$ cat config.mk
export PLATFORM = sky130hd
export DESIGN_NAME = coin_ctrl
export DESIGN_NICKNAME = d
export VERILOG_FILES = /design/src/rtl/coin_ctrl_pkg.sv /design/src/rtl/coin_ctrl_btn_debounce.sv /design/src/rtl/coin_ctrl.sv
export SDC_FILE = /design/constraint.sdc
export NUM_CORES = 1
export LEC_CHECK = 0
export CELL_PAD_IN_SITES_DETAIL_PLACEMENT = 1
export CELL_PAD_IN_SITES_GLOBAL_PLACEMENT = 2
export CORE_ASPECT_RATIO = 1.1
export CORE_MARGIN = 3
export CORE_UTILIZATION = 40
export CTS_CLUSTER_DIAMETER = 150
export DETAILED_ROUTE_END_ITERATION = 7
export DONT_BUFFER_PORTS = 1
export PLACE_DENSITY = 0.85
export SKIP_LAST_GASP = 1
export SLEW_MARGIN = 25
export SYNTH_ARGS = -nofsm -noshare
export SYNTH_HDL_FRONTEND = slang
export SYNTH_SLANG_ARGS = --single-unit
$ cat constraint.sdc
create_clock -name clk -period 6.1 [get_ports clk]
set_clock_uncertainty 0.2 [all_clocks]
set_input_delay 1.22 -clock clk [delete_from_list [all_inputs] [get_ports clk]]
set_output_delay 1.22 -clock clk [all_outputs]
set_load 0.02 [all_outputs]
$ cat src/rtl/coin_ctrl_pkg.sv
// Shared types and widths for the coin-input conditioner.
// Holds the FSM state encoding and the pending-queue saturation helper.
package coin_ctrl_pkg;

    typedef enum logic [1:0] {
        CS_IDLE  = 2'd0,
        CS_PULSE = 2'd1,
        CS_GAP   = 2'd2
    } coin_state_t;

    localparam int PEND_W  = 4;
    localparam int FCNT_W  = 4;
    localparam int TOTAL_W = 16;

    // Clamp a one-bit-wider queue sum to the configured ceiling.
    function automatic logic [PEND_W-1:0] pend_sat(input logic [PEND_W:0] sum,
                                                   input logic [PEND_W:0] max_v);
        logic [PEND_W:0] v;
        v = (sum > max_v) ? max_v : sum;
        return v[PEND_W-1:0];
    endfunction

endpackage

$ cat src/rtl/coin_ctrl_btn_debounce.sv
// Button conditioner: 2-FF synchronizer, run-length debounce and a one-cycle
// rising-edge pulse of the debounced level. Reusable for start buttons.
module btn_debounce #(
    parameter int DEB_CYCLES = 4096
) (
    input  logic clk,
    input  logic reset_n,
    input  logic i_btn,
    output logic o_rise
);

    localparam int CNT_W = $clog2(DEB_CYCLES);
    localparam logic [CNT_W-1:0] CNT_LAST = CNT_W'(DEB_CYCLES - 1);

    logic             r_s1;
    logic             r_s2;
    logic             r_deb;
    logic             r_deb_q;
    logic [CNT_W-1:0] r_cnt;

    // The level only flips after DEB_CYCLES consecutive disagreeing samples,
    // so press and release bounce are both absorbed by the same counter.
    always_ff @(posedge clk or negedge reset_n) begin
        if (!reset_n) begin
            r_s1    <= 1'b0;
            r_s2    <= 1'b0;
            r_deb   <= 1'b0;
            r_deb_q <= 1'b0;
            r_cnt   <= '0;
        end else begin
            r_s1    <= i_btn;
            r_s2    <= r_s1;
            r_deb_q <= r_deb;
            if (r_s2 == r_deb) begin
                r_cnt <= '0;
            end else if (r_cnt == CNT_LAST) begin
                r_deb <= r_s2;
                r_cnt <= '0;
            end else begin
                r_cnt <= r_cnt + 1'b1;
            end
        end
    end

    assign o_rise = r_deb & ~r_deb_q;

endmodule

$ cat src/rtl/coin_ctrl.sv
// Coin conditioner feeding the game's coin input: queues debounced presses and
// replays each as a vblank-timed pulse followed by a forced low gap.
module coin_ctrl
    import coin_ctrl_pkg::*;
#(
    parameter int DEB_CYCLES   = 4096,
    parameter int PULSE_FRAMES = 3,
    parameter int GAP_FRAMES   = 3,
    parameter int QUEUE_MAX    = 7
) (
    input  logic                 clk,
    input  logic                 reset_n,
    input  logic                 enable,
    input  logic                 vblank,
    input  logic                 coin_btn,
    output logic                 coin_out,
    output logic                 busy,
    output logic [PEND_W-1:0]    pending,
    output logic [TOTAL_W-1:0]   coin_total,
    output logic [1:0]           state_dbg
);

    localparam logic [FCNT_W-1:0] PULSE_LAST = FCNT_W'(PULSE_FRAMES - 1);
    localparam logic [FCNT_W-1:0] GAP_LAST   = FCNT_W'(GAP_FRAMES - 1);
    localparam logic [PEND_W:0]   QMAX       = (PEND_W + 1)'(QUEUE_MAX);

    coin_state_t         r_state;
    coin_state_t         w_state_nxt;
    logic [FCNT_W-1:0]   r_fcnt;
    logic [FCNT_W-1:0]   w_fcnt_nxt;
    logic [PEND_W-1:0]   r_pending;
    logic [PEND_W-1:0]   w_pending_nxt;
    logic [PEND_W:0]     w_pend_sum;
    logic [TOTAL_W-1:0]  r_total;
    logic                r_coin_out;
    logic                w_coin_out_nxt;
    logic                r_vblank_q;
    logic                w_press;
    logic                w_inc;
    logic                w_dec;
    logic                w_tick;

    btn_debounce #(
        .DEB_CYCLES (DEB_CYCLES)
    ) u_debounce (
        .clk     (clk),
        .reset_n (reset_n),
        .i_btn   (coin_btn),
        .o_rise  (w_press)
    );

    assign w_inc  = w_press & enable;
    assign w_tick = vblank & ~r_vblank_q;

    always_ff @(posedge clk or negedge reset_n) begin
        if (!reset_n) begin
            r_state    <= CS_IDLE;
            r_fcnt     <= '0;
            r_pending  <= '0;
            r_coin_out <= 1'b0;
            r_vblank_q <= 1'b0;
        end else begin
            r_state    <= w_state_nxt;
            r_fcnt     <= w_fcnt_nxt;
            r_pending  <= w_pending_nxt;
            r_coin_out <= w_coin_out_nxt;
            r_vblank_q <= vblank;
        end
    end

    // Every accepted press counts, even one dropped by a full queue.
    always_ff @(posedge clk or negedge reset_n) begin
        if (!reset_n) begin
            r_total <= '0;
        end else if (w_inc) begin
            r_total <= r_total + 1'b1;
        end
    end

    always_comb begin
        w_state_nxt    = r_state;
        w_fcnt_nxt     = r_fcnt;
        w_coin_out_nxt = r_coin_out;
        w_dec          = 1'b0;
        w_pend_sum     = '0;
        w_pending_nxt  = r_pending;

        if (!enable) begin
            w_state_nxt    = CS_IDLE;
            w_fcnt_nxt     = '0;
            w_coin_out_nxt = 1'b0;
        end else begin
            unique case (r_state)
                CS_IDLE: begin
                    // A press arriving while idle is dequeued in the same cycle.
                    if ((r_pending != '0) || w_inc) begin
                        w_dec          = 1'b1;
                        w_state_nxt    = CS_PULSE;
                        w_fcnt_nxt     = '0;
                        w_coin_out_nxt = 1'b1;
                    end
                end
                CS_PULSE: begin
                    if (w_tick) begin
                        if (r_fcnt == PULSE_LAST) begin
                            w_state_nxt    = CS_GAP;
                            w_fcnt_nxt     = '0;
                            w_coin_out_nxt = 1'b0;
                        end else begin
                            w_fcnt_nxt = r_fcnt + 1'b1;
                        end
                    end
                end
                CS_GAP: begin
                    if (w_tick) begin
                        if (r_fcnt == GAP_LAST) begin
                            w_state_nxt = CS_IDLE;
                            w_fcnt_nxt  = '0;
                        end else begin
                            w_fcnt_nxt = r_fcnt + 1'b1;
                        end
                    end
                end
                default: begin
                    w_state_nxt    = CS_IDLE;
                    w_fcnt_nxt     = '0;
                    w_coin_out_nxt = 1'b0;
                end
            endcase
        end

        w_pend_sum = {1'b0, r_pending} + {{PEND_W{1'b0}}, w_inc}
                   - {{PEND_W{1'b0}}, w_dec};
        if (!enable) begin
            w_pending_nxt = '0;
        end else begin
            w_pending_nxt = pend_sat(w_pend_sum, QMAX);
        end
    end

    assign coin_out   = r_coin_out;
    assign busy       = (r_state != CS_IDLE);
    assign pending    = r_pending;
    assign coin_total = r_total;
    assign state_dbg  = r_state;

endmodule

==> metrics.csv <==
stage,metric,value,unit
floorplan,die-area,0.00659,sq mm
route,viasPerCell,5.13,
floorplan,die_y,84.9,microns
sta,final-max-slew-violation-count,0,
worst_setup_path,r2r_end,pending[1],
floorplan,start_util,41.7,%
synth,avgSynthCellArea,10.3,sq um
sta,fin_ws,2540,ps
sta,finalSetupViolations,0,
route,wl_per_cell,13.9,microns
sta,finalCriticalPeriod,3560,ps
synth,synthArstFlopShare,100,%
min_path,holdPathEnd,u_debounce.r_s2,
status,status,"finished, final reports clean",
cts,path_clk_slew,80,ps
sta,whs,152,ps
cts,cts_buffers,5,
worst_setup_path,start_kind,primary input,
finish,num_antenna_cells,0,
route,firstDrtPassIters,4,
min_path,worstHoldStart,u_debounce.r_s1,
sta,rsz0062_at_grt,false,
route,drt_iter0_markers,24,
worst_setup_path,worstPathArrival,3590,ps
floorplan,coreArea,0.00543,sq mm
cts,post_cts_resized,0,
worst_setup_path,worst-path-max-fanout,16,
finish,areaGrowthSynthToFinish,7.63,%
finish,drive_gt1_share,6.67,%
finish,n_fill_cell,633,
floorplan,die_w,77.7,microns
grt,antenna_found_initial,0,
placement,place_congestion,0.771,
synth,synth_edf_count,0,
min_path,hp-class,reg -> reg,
cts,cts.sinks,44,
sta,finalCritPeriodShare,58.4,%
placement,dp_hpwl,3130,microns
grt,grt_use_total,14.0,%
route,wl_met2,2060,microns
route,top_layer,met4,
grt,first_global_vias,1655,
power_and_ir_drop,ir_drop,0.000168,V
synth,synth_cell_type_count,41,
worst_setup_path,end_kind,register,
route,wl_met3,169,microns
sta,fmax,281,MHz
cts,root_buffer,clkbuf_8,
sta,finalSetupTns,0,ps
route,drc,0,
synth,yosysTopAreaCell,dfrtp_1,
placement,portBuffers,0,
cts,clk-insertion-delay-late,290,ps
power_and_ir_drop,p_leak,1.12,nW
route,m1WireLength,1890,microns
synth,synthCells,220,
synth,yosysWarnings,0,
cts,cts_max_path_buffers,2,
synth,synth_area,0.00226,sq mm
run,drv_cap,0,
route,routed_wl,4160,microns
cts,cts_tree,yes,
synth,synthFlopType,dfrtp_1,
grt,grt_pass1_wl,7560,microns
worst_setup_path,cp-startpoint,enable,
route,ant_nets,0,
synth,seq_area_frac_synth,48.7,%
cts,hold_buffers,0,
synth,synth_fp_nets,240,
cts,postCtsSetupRepairBufs,0,
cts,htree_levels,2,
finish,layout_commonest_cell,dfrtp_1,
worst_setup_path,cp_data_required_time,6130,ps
finish,final_cell_mix,"dfrtp_1, nand2_1, nor2_1, xnor2_1, nand3_1",
worst_setup_path,timing.rr.start,pending[3],
min_path,holdPathStages,0,
power_and_ir_drop,powerDensity,317,mW/mm^2
worst_setup_path,crit_type,in -> reg,
worst_setup_path,rr_worst_depth,14,
synth,ys_seq_elements,44,
synth,yosys-top-cells-area,"dfrtp_1, ha_1, xnor2_1",
floorplan,io_pins,29,
sta,hold_viol,0,
worst_setup_path,rrSetupSlack,2750,ps
placement,pre_cts_ws,2200,ps
floorplan,num_rows,28,
grt,grt_max_degree,45,
route,vias,1538,
grt,grt-ovfl-total,0,
finish,final_nets,244,
synth,yosys.area.top_type_share,48.7,%
critical path, cell delays in order:
cell      delay (ps)
and3b_1          290
inv_4            100
and2_1           190
nor2_1           120
ha_1             230
inv_1             50
ha_1             150
inv_1             50
fa_1             370
nand2b_1         170
a21oi_1          170
mux2_2           380
nand3_1           90
cell usage after synthesis (2+ instances only):
library cell,n
nand2_1,24
clkbuf_1,2
a21oi_1,5
dfrtp_1,44
nand4_1,6
mux2_2,2
and3_1,5
nand2b_1,5
and2_1,2
nor2_1,20
inv_1,13
nor4_1,2
o21ai_0,4
xnor2_1,16
xor2_1,9
nor3b_1,3
nor2b_1,4
nand3_1,15
mux2i_1,3
ha_1,14
nor3_2,2
metrics by stage:
stage	instance area, sq um	total power, W	util [%]	std cells
after detailed placement	2340	0.000592	43.1	292
final	2430	0.000772	44.8	300
after global placement	2340	0.000589	43.1	292
after global routing	2430	0.000841	44.8	300
after floorplan	2260	0.000543	-	220
after CTS	2430	0.000788	44.8	300
cell type report:
cell class	instances	area, sq um	share of cell area, %
clock buffers	7	86.3	3.55
inverters	14	55.1	2.26
flip-flops and latches	44	1100	45.2
clock inverters	1	7.51	0.308
multi-input cells	159	1090	44.8
well taps	75	93.8	3.85
layer usage:
metal / global-route usage, % / vias up
met5: 0 / -
met4: 4.37 / 0
met3: 3.72 / 5
met2: 23.8 / 26
met1: 17.5 / 757
li1: - / 750
power by group:
part	total (W)	switching, W	leakage, nW	internal, W
sequential	0.000370	0.0000528	0.586	0.000317
clock	0.000190	0.0000982	0.0445	0.0000921
combinational	0.000212	0.000117	0.493	0.0000952
total	0.000772	0.000268	1.12	0.000504
sequential cells by signal, summed over array words and instances, names as in the netlist, 2 cells and up:
name and count:
r_fcnt 4, pending 4, coin_total 16, u_debounce.r_cnt 12, state_dbg 2
logic make-up (layout without fill, tap and decap cells):
family / after synthesis / after routing / synth area share, %
AOI/OAI and AO/OA: 19 / 19 / 5.75
DFF: 44 / 44 / 48.7
other: 1 / 1 / 0.166
adders and majority gates: 15 / 15 / 8.63
muxes: 5 / 5 / 2.32
buffers and inverters: 17 / 22 / 3.10
and+or+nand+nor: 94 / 94 / 21.7
xor gates and xnor gates: 25 / 25 / 9.68
how the worst max path moves through the flow:
stage	slack [ps]	end	cells after the start
floorplan	2440	pending[2]	14
global placement	2360	pending[2]	13
detailed placement	2200	pending[1]	13
CTS	2510	pending[1]	13
global route	2340	pending[1]	13
finish	2540	pending[1]	13
Note: power is estimated with default switching activity, not from simulation.
